===== src/rtl/alu_ctrl_pkg.sv =====
// Shared types and constants for the multi-stage ALU sequencer: state encoding,
// instruction classes and instruction-register field positions.
package alu_ctrl_pkg;

    localparam int DEF_DATA_W = 10;
    localparam int DEF_RSEL_W = 2;
    localparam int DEF_FN_W   = 4;

    typedef enum logic [1:0] {
        IDLE = 2'd0,
        T1   = 2'd1,
        T2   = 2'd2,
        T3   = 2'd3
    } state_t;

    localparam logic [1:0] CLS_LOAD = 2'b00;
    localparam logic [1:0] CLS_COPY = 2'b01;
    localparam logic [1:0] CLS_ALU2 = 2'b10;
    localparam logic [1:0] CLS_ALU1 = 2'b11;

    // Least significant bit of each instruction-register field
    localparam int IR_CLS_LO = 8;
    localparam int IR_RX_LO  = 6;
    localparam int IR_RY_LO  = 4;
    localparam int IR_FN_LO  = 0;

    function automatic logic is_short(input logic [1:0] cls);
        return (cls == CLS_LOAD) || (cls == CLS_COPY);
    endfunction

endpackage


===== src/rtl/alu_ctrl_decoder.sv =====
// Combinational instruction-register field decoder: class, register selects,
// one-hot destination and ALU function code.
module alu_ctrl_decoder
    import alu_ctrl_pkg::*;
#(
    parameter int DATA_W = DEF_DATA_W,
    parameter int RSEL_W = DEF_RSEL_W,
    parameter int FN_W   = DEF_FN_W
) (
    input  logic [DATA_W-1:0]        ir,
    output logic [1:0]               cls,
    output logic [RSEL_W-1:0]        rx,
    output logic [RSEL_W-1:0]        ry,
    output logic [(1<<RSEL_W)-1:0]   rx_oh,
    output logic [FN_W-1:0]          fn
);

    assign cls = ir[IR_CLS_LO +: 2];
    assign rx  = ir[IR_RX_LO +: RSEL_W];
    assign ry  = ir[IR_RY_LO +: RSEL_W];
    assign fn  = ir[IR_FN_LO +: FN_W];

    always_comb begin
        rx_oh     = '0;
        rx_oh[rx] = 1'b1;
    end

endmodule


===== src/rtl/multi_stage_alu_ctrl.sv =====
// Sequencing FSM for the multi-stage ALU: latches an instruction and steps the
// register file, bus and ALU controls. Define ALU_CTRL_PERF_EN to add the
// 16-bit saturating retired-instruction counter output.
//
//   state | meaning
//   IDLE  | waiting for exec, all controls low
//   T1    | first execution cycle (final for LOAD/COPY)
//   T2    | ALU operand B cycle, G loads result
//   T3    | ALU write-back from G, final cycle
module multi_stage_alu_ctrl
    import alu_ctrl_pkg::*;
#(
    parameter int DATA_W = DEF_DATA_W,
    parameter int RSEL_W = DEF_RSEL_W,
    parameter int FN_W   = DEF_FN_W
) (
    input  logic                      clk,
    input  logic                      rst,
    input  logic                      exec,
    input  logic [DATA_W-1:0]         instr,
    output logic                      ir_ld,
    output logic                      rf_out_en,
    output logic [RSEL_W-1:0]         rf_out_sel,
    output logic [(1<<RSEL_W)-1:0]    rf_wr_en,
    output logic                      ext_out,
    output logic                      Ain,
    output logic                      Gin,
    output logic                      Gout,
    output logic [FN_W-1:0]           FN,
    output logic                      busy,
    output logic                      done
`ifdef ALU_CTRL_PERF_EN
    ,
    output logic [15:0]               retired
`endif
);

    state_t                   state, state_nxt;
    logic [DATA_W-1:0]        ir;
    logic [1:0]               cls;
    logic [RSEL_W-1:0]        rx, ry;
    logic [(1<<RSEL_W)-1:0]   rx_oh;
    logic [FN_W-1:0]          fn;

    alu_ctrl_decoder #(
        .DATA_W (DATA_W),
        .RSEL_W (RSEL_W),
        .FN_W   (FN_W)
    ) u_dec (
        .ir    (ir),
        .cls   (cls),
        .rx    (rx),
        .ry    (ry),
        .rx_oh (rx_oh),
        .fn    (fn)
    );

    always_ff @(posedge clk or posedge rst) begin
        if (rst) begin
            state <= IDLE;
            ir    <= '0;
        end else begin
            state <= state_nxt;
            if (ir_ld)
                ir <= instr;
        end
    end

    always_comb begin
        state_nxt = state;
        unique case (state)
            IDLE:    state_nxt = exec ? T1 : IDLE;
            T1:      state_nxt = is_short(cls) ? (exec ? T1 : IDLE) : T2;
            T2:      state_nxt = T3;
            T3:      state_nxt = exec ? T1 : IDLE;
            default: state_nxt = IDLE;
        endcase
    end

    always_comb begin
        rf_out_en  = 1'b0;
        rf_out_sel = '0;
        rf_wr_en   = '0;
        ext_out    = 1'b0;
        Ain        = 1'b0;
        Gin        = 1'b0;
        Gout       = 1'b0;
        FN         = '0;
        busy       = (state != IDLE);
        done       = 1'b0;
        unique case (state)
            IDLE: ;
            T1: begin
                if (cls == CLS_LOAD) begin
                    ext_out  = 1'b1;
                    rf_wr_en = rx_oh;
                    done     = 1'b1;
                end else if (cls == CLS_COPY) begin
                    rf_out_en  = 1'b1;
                    rf_out_sel = ry;
                    rf_wr_en   = rx_oh;
                    done       = 1'b1;
                end else begin
                    rf_out_en  = 1'b1;
                    rf_out_sel = rx;
                    Ain        = 1'b1;
                end
            end
            T2: begin
                // Single-operand ops re-drive Rx so the bus never floats
                rf_out_en  = 1'b1;
                rf_out_sel = (cls == CLS_ALU1) ? rx : ry;
                Gin        = 1'b1;
                FN         = fn;
            end
            T3: begin
                Gout     = 1'b1;
                rf_wr_en = rx_oh;
                done     = 1'b1;
            end
            default: ;
        endcase
        ir_ld = exec && ((state == IDLE) || done);
    end

`ifdef ALU_CTRL_PERF_EN
    always_ff @(posedge clk or posedge rst) begin
        if (rst)
            retired <= '0;
        else if (done && (retired != 16'hFFFF))
            retired <= retired + 16'd1;
    end
`endif

endmodule


===== config.mk =====
export PLATFORM = sky130hd
export DESIGN_NAME = multi_stage_alu_ctrl
export DESIGN_NICKNAME = d
export VERILOG_FILES = /design/src/rtl/alu_ctrl_pkg.sv /design/src/rtl/alu_ctrl_decoder.sv /design/src/rtl/multi_stage_alu_ctrl.sv
export SDC_FILE = /design/constraint.sdc
export NUM_CORES = 1
export LEC_CHECK = 0
export ABC_AREA = 1
export CAP_MARGIN = 25
export CORE_MARGIN = 2
export CORE_UTILIZATION = 35
export CTS_BUF_LIST = sky130_fd_sc_hd__clkbuf_4
export DETAILED_ROUTE_END_ITERATION = 10
export PLACE_DENSITY_LB_ADDON = 0.1
export SYNTH_ARGS = -nofsm -noshare
export SYNTH_HDL_FRONTEND = slang
export SYNTH_SLANG_ARGS = --single-unit

===== constraint.sdc =====
create_clock -name clk -period 1.5 [get_ports clk]
set_input_delay 0.15 -clock clk [delete_from_list [all_inputs] [get_ports clk]]
set_output_delay 0.15 -clock clk [all_outputs]
set_load 0.1 [all_outputs]

==> results.yml <==
worst_setup_path:
  critical_path.max_fanout: 4
  cp_top_family: "flip-flops"
  critPathLaunchType: "flip-flop"
  worst-path-buf-inv: 3
  slowest_stage: "dfrtp_2"
  worst_ep_arrival_time_ns: 1.58
  slowest_delay_ns: 0.46
  end_kind: "output pin"
  crit_chain: "ha_4, nand2_2, clkinvlp_4, o21ai_4, inv_8, buf_12"
  criticalPathCategory: "reg -> out"
  worstPathRequired_ns: 1.35
cells_and_area:
  final_common_cell: "nand2_1"
  nNetsFinal: 164
  area_growth_pct: 119.2
  drive_gt1_share_pct: 54.48
  mostFrequentLayoutCells: "nand2_1 (22), buf_12 (18), nand3_1 (13), clkdlybuf4s50_1 (12), buf_4 (12)"
  nFillCells: 118
  n_antenna_cell: 0
cts:
  cts_made_buffers: 3
  cts_tree: "yes"
  cts_sinks: 12
  clockRootBuffer: "clkbuf_4"
  clock_latency_ns: 0.27
  htreeDepth: 1
  path_clk_slew_ns: 0.08
  cts_buffer_depth: 2
floorplanning:
  die_w_um: 49.85
  die_height_um: 49.85
  rows: 16
  start_util_pct: 37.12
  core_area_sq_um: 1982
  die_area_sq_um: 2485
  io_pins: 31
routing:
  wl_per_cell_um: 12.87
  avgViaCountPerCell: 4.686
  num_vias: 806
  wl_mm: 2.213
  drt_iter0_drc: 8
  drtAntennaViolNets: 0
  dr.pass1.iters: 4
  drc: 0
sta:
  setup_viol: 16
  fin_skew_ns: 0.0005057
  worstMarginPinSlew_ns: 0.4542
  rsz0062_at_grt: "yes"
  worst_slack_ns: -0.2289
  min_period_ns: 1.729
  holdWs_ns: 0.1759
  hold_violations: 0
  post-route-period-util_pct: 115.3
  final-max-slew-violation-count: 0
  max_slew_margin_pct: 69.69
  timing.fmax_ghz: 0.5784
logic_synthesis:
  netlist-cell-type-count: 14
  netlist_area_sq_um: 735.7
  synth.avg_cell_area_sq_um: 7.213
  syn_nets: 120
  yosysTopAreaCell: "dfrtp_1"
  synth-seq-cells: 12
  synth-seq-area-share_pct: 40.82
  synth.top_cell.area_share_pct: 40.82
  netlist_instances: 102
  yosys-top-cells-area: "dfrtp_1 (41%), nand2_1 (18%), nand3_1 (11%)"
  yosys_warnings: 0
global_routing:
  grt_first_pass_wirelength_mm: 3.739
  grt_overflow: 0
  first_global_vias: 866
  grtUsageTotal_pct: 19.91
  grt_max_degree: 13
  grt_antenna_before_repair: 0
worst_hold_path:
  hold_class: "in -> async"
placed_design:
  post-place-ws_ns: -0.03194
  place_hpwl_mm: 1.738
  finalWeightedCongestion: 0.8322
  io_buffers: 30
flow_run:
  max-cap-violations: 0
run_status:
  outcome: "complete, but fails checks"
  violations: "negative setup slack"
-- worst paths after layout --
path | startpoint | to | slack (ns) | depth (start not counted)
worst max-delay path | state[0] | rf_out_en | -0.23 | 6
worst min-delay path | rst | ir[8] | 0.18 | 2
worst max register to register | state[0] | ir[8] | 0.08 | 8
worst min register to register | ir[0] | ir[0] | 0.50 | 2
max in group asynchronous | rst | state[1] | 0.99 | 2
min in group clk | instr[1] | ir[1] | 0.43 | 3
-- Yosys cell counts, drive strengths merged --
| library cell | count |
|---|---|
| nand2 | 37 |
| a21boi | 1 |
| inv | 18 |
| ha | 5 |
| buf | 3 |
| a21oi | 2 |
| nand3 | 17 |
| nor2 | 5 |
| dfrtp | 12 |
| o21ai | 2 |
-- what timing repair did --
action | in CTS | in global routing
pin swaps | 6 | 2
gates resized for setup | 16 | 3
setup endpoints to repair | 18 | 17
hold buffers | 0 | 0
setup buffers | 3 | 1
-- area by class of cell --
class	instances	area, sq um	share of cell area, %
clock buffers	3	22.52	1.396
clock inverters	1	3.754	0.2327
inverters	18	106.4	6.594
multi-input cells	69	573.1	35.53
flip-flops and latches	12	302.8	18.77
well taps	27	33.78	2.095
repair buffers	42	570.5	35.38
-- cells by family after synthesis --
| logic type | Yosys count | share of synthesized area, % |
|---|---|---|
| simple gates | 59 | 34.35 |
| compound gates | 5 | 4.252 |
| fa+ha+maj | 5 | 8.503 |
| buf+inv | 21 | 12.07 |
| flops | 12 | 40.82 |
-- sequential cells by signal (all words and copies together) (netlist names) --
name and flops:
ir 10, state 2
-- metal layers --
metal  part of all wire, %  global-route usage (%)
met5                     0                       0
met4                     0                   1.389
met3                   3.6                   5.152
met2                    59                   39.11
met1                    37                   21.97
-- metrics by stage --
stage / setup TNS [ns] / utilization, % / instance area, sq um / instances
after floorplan: -2.880 / - / 922.1 / 102
after global placement: 0 / 74.81 / 1483 / 165
after detailed placement: -0.06167 / 74.81 / 1483 / 165
after CTS: -2.659 / 80.62 / 1598 / 171
after global routing: -3.360 / 81.38 / 1613 / 172
final: -2.444 / 81.38 / 1613 / 172
Power is left out: the tool's default activity adds up to more than one toggle a clock period on the data nets, which glitch-free logic cannot reach.
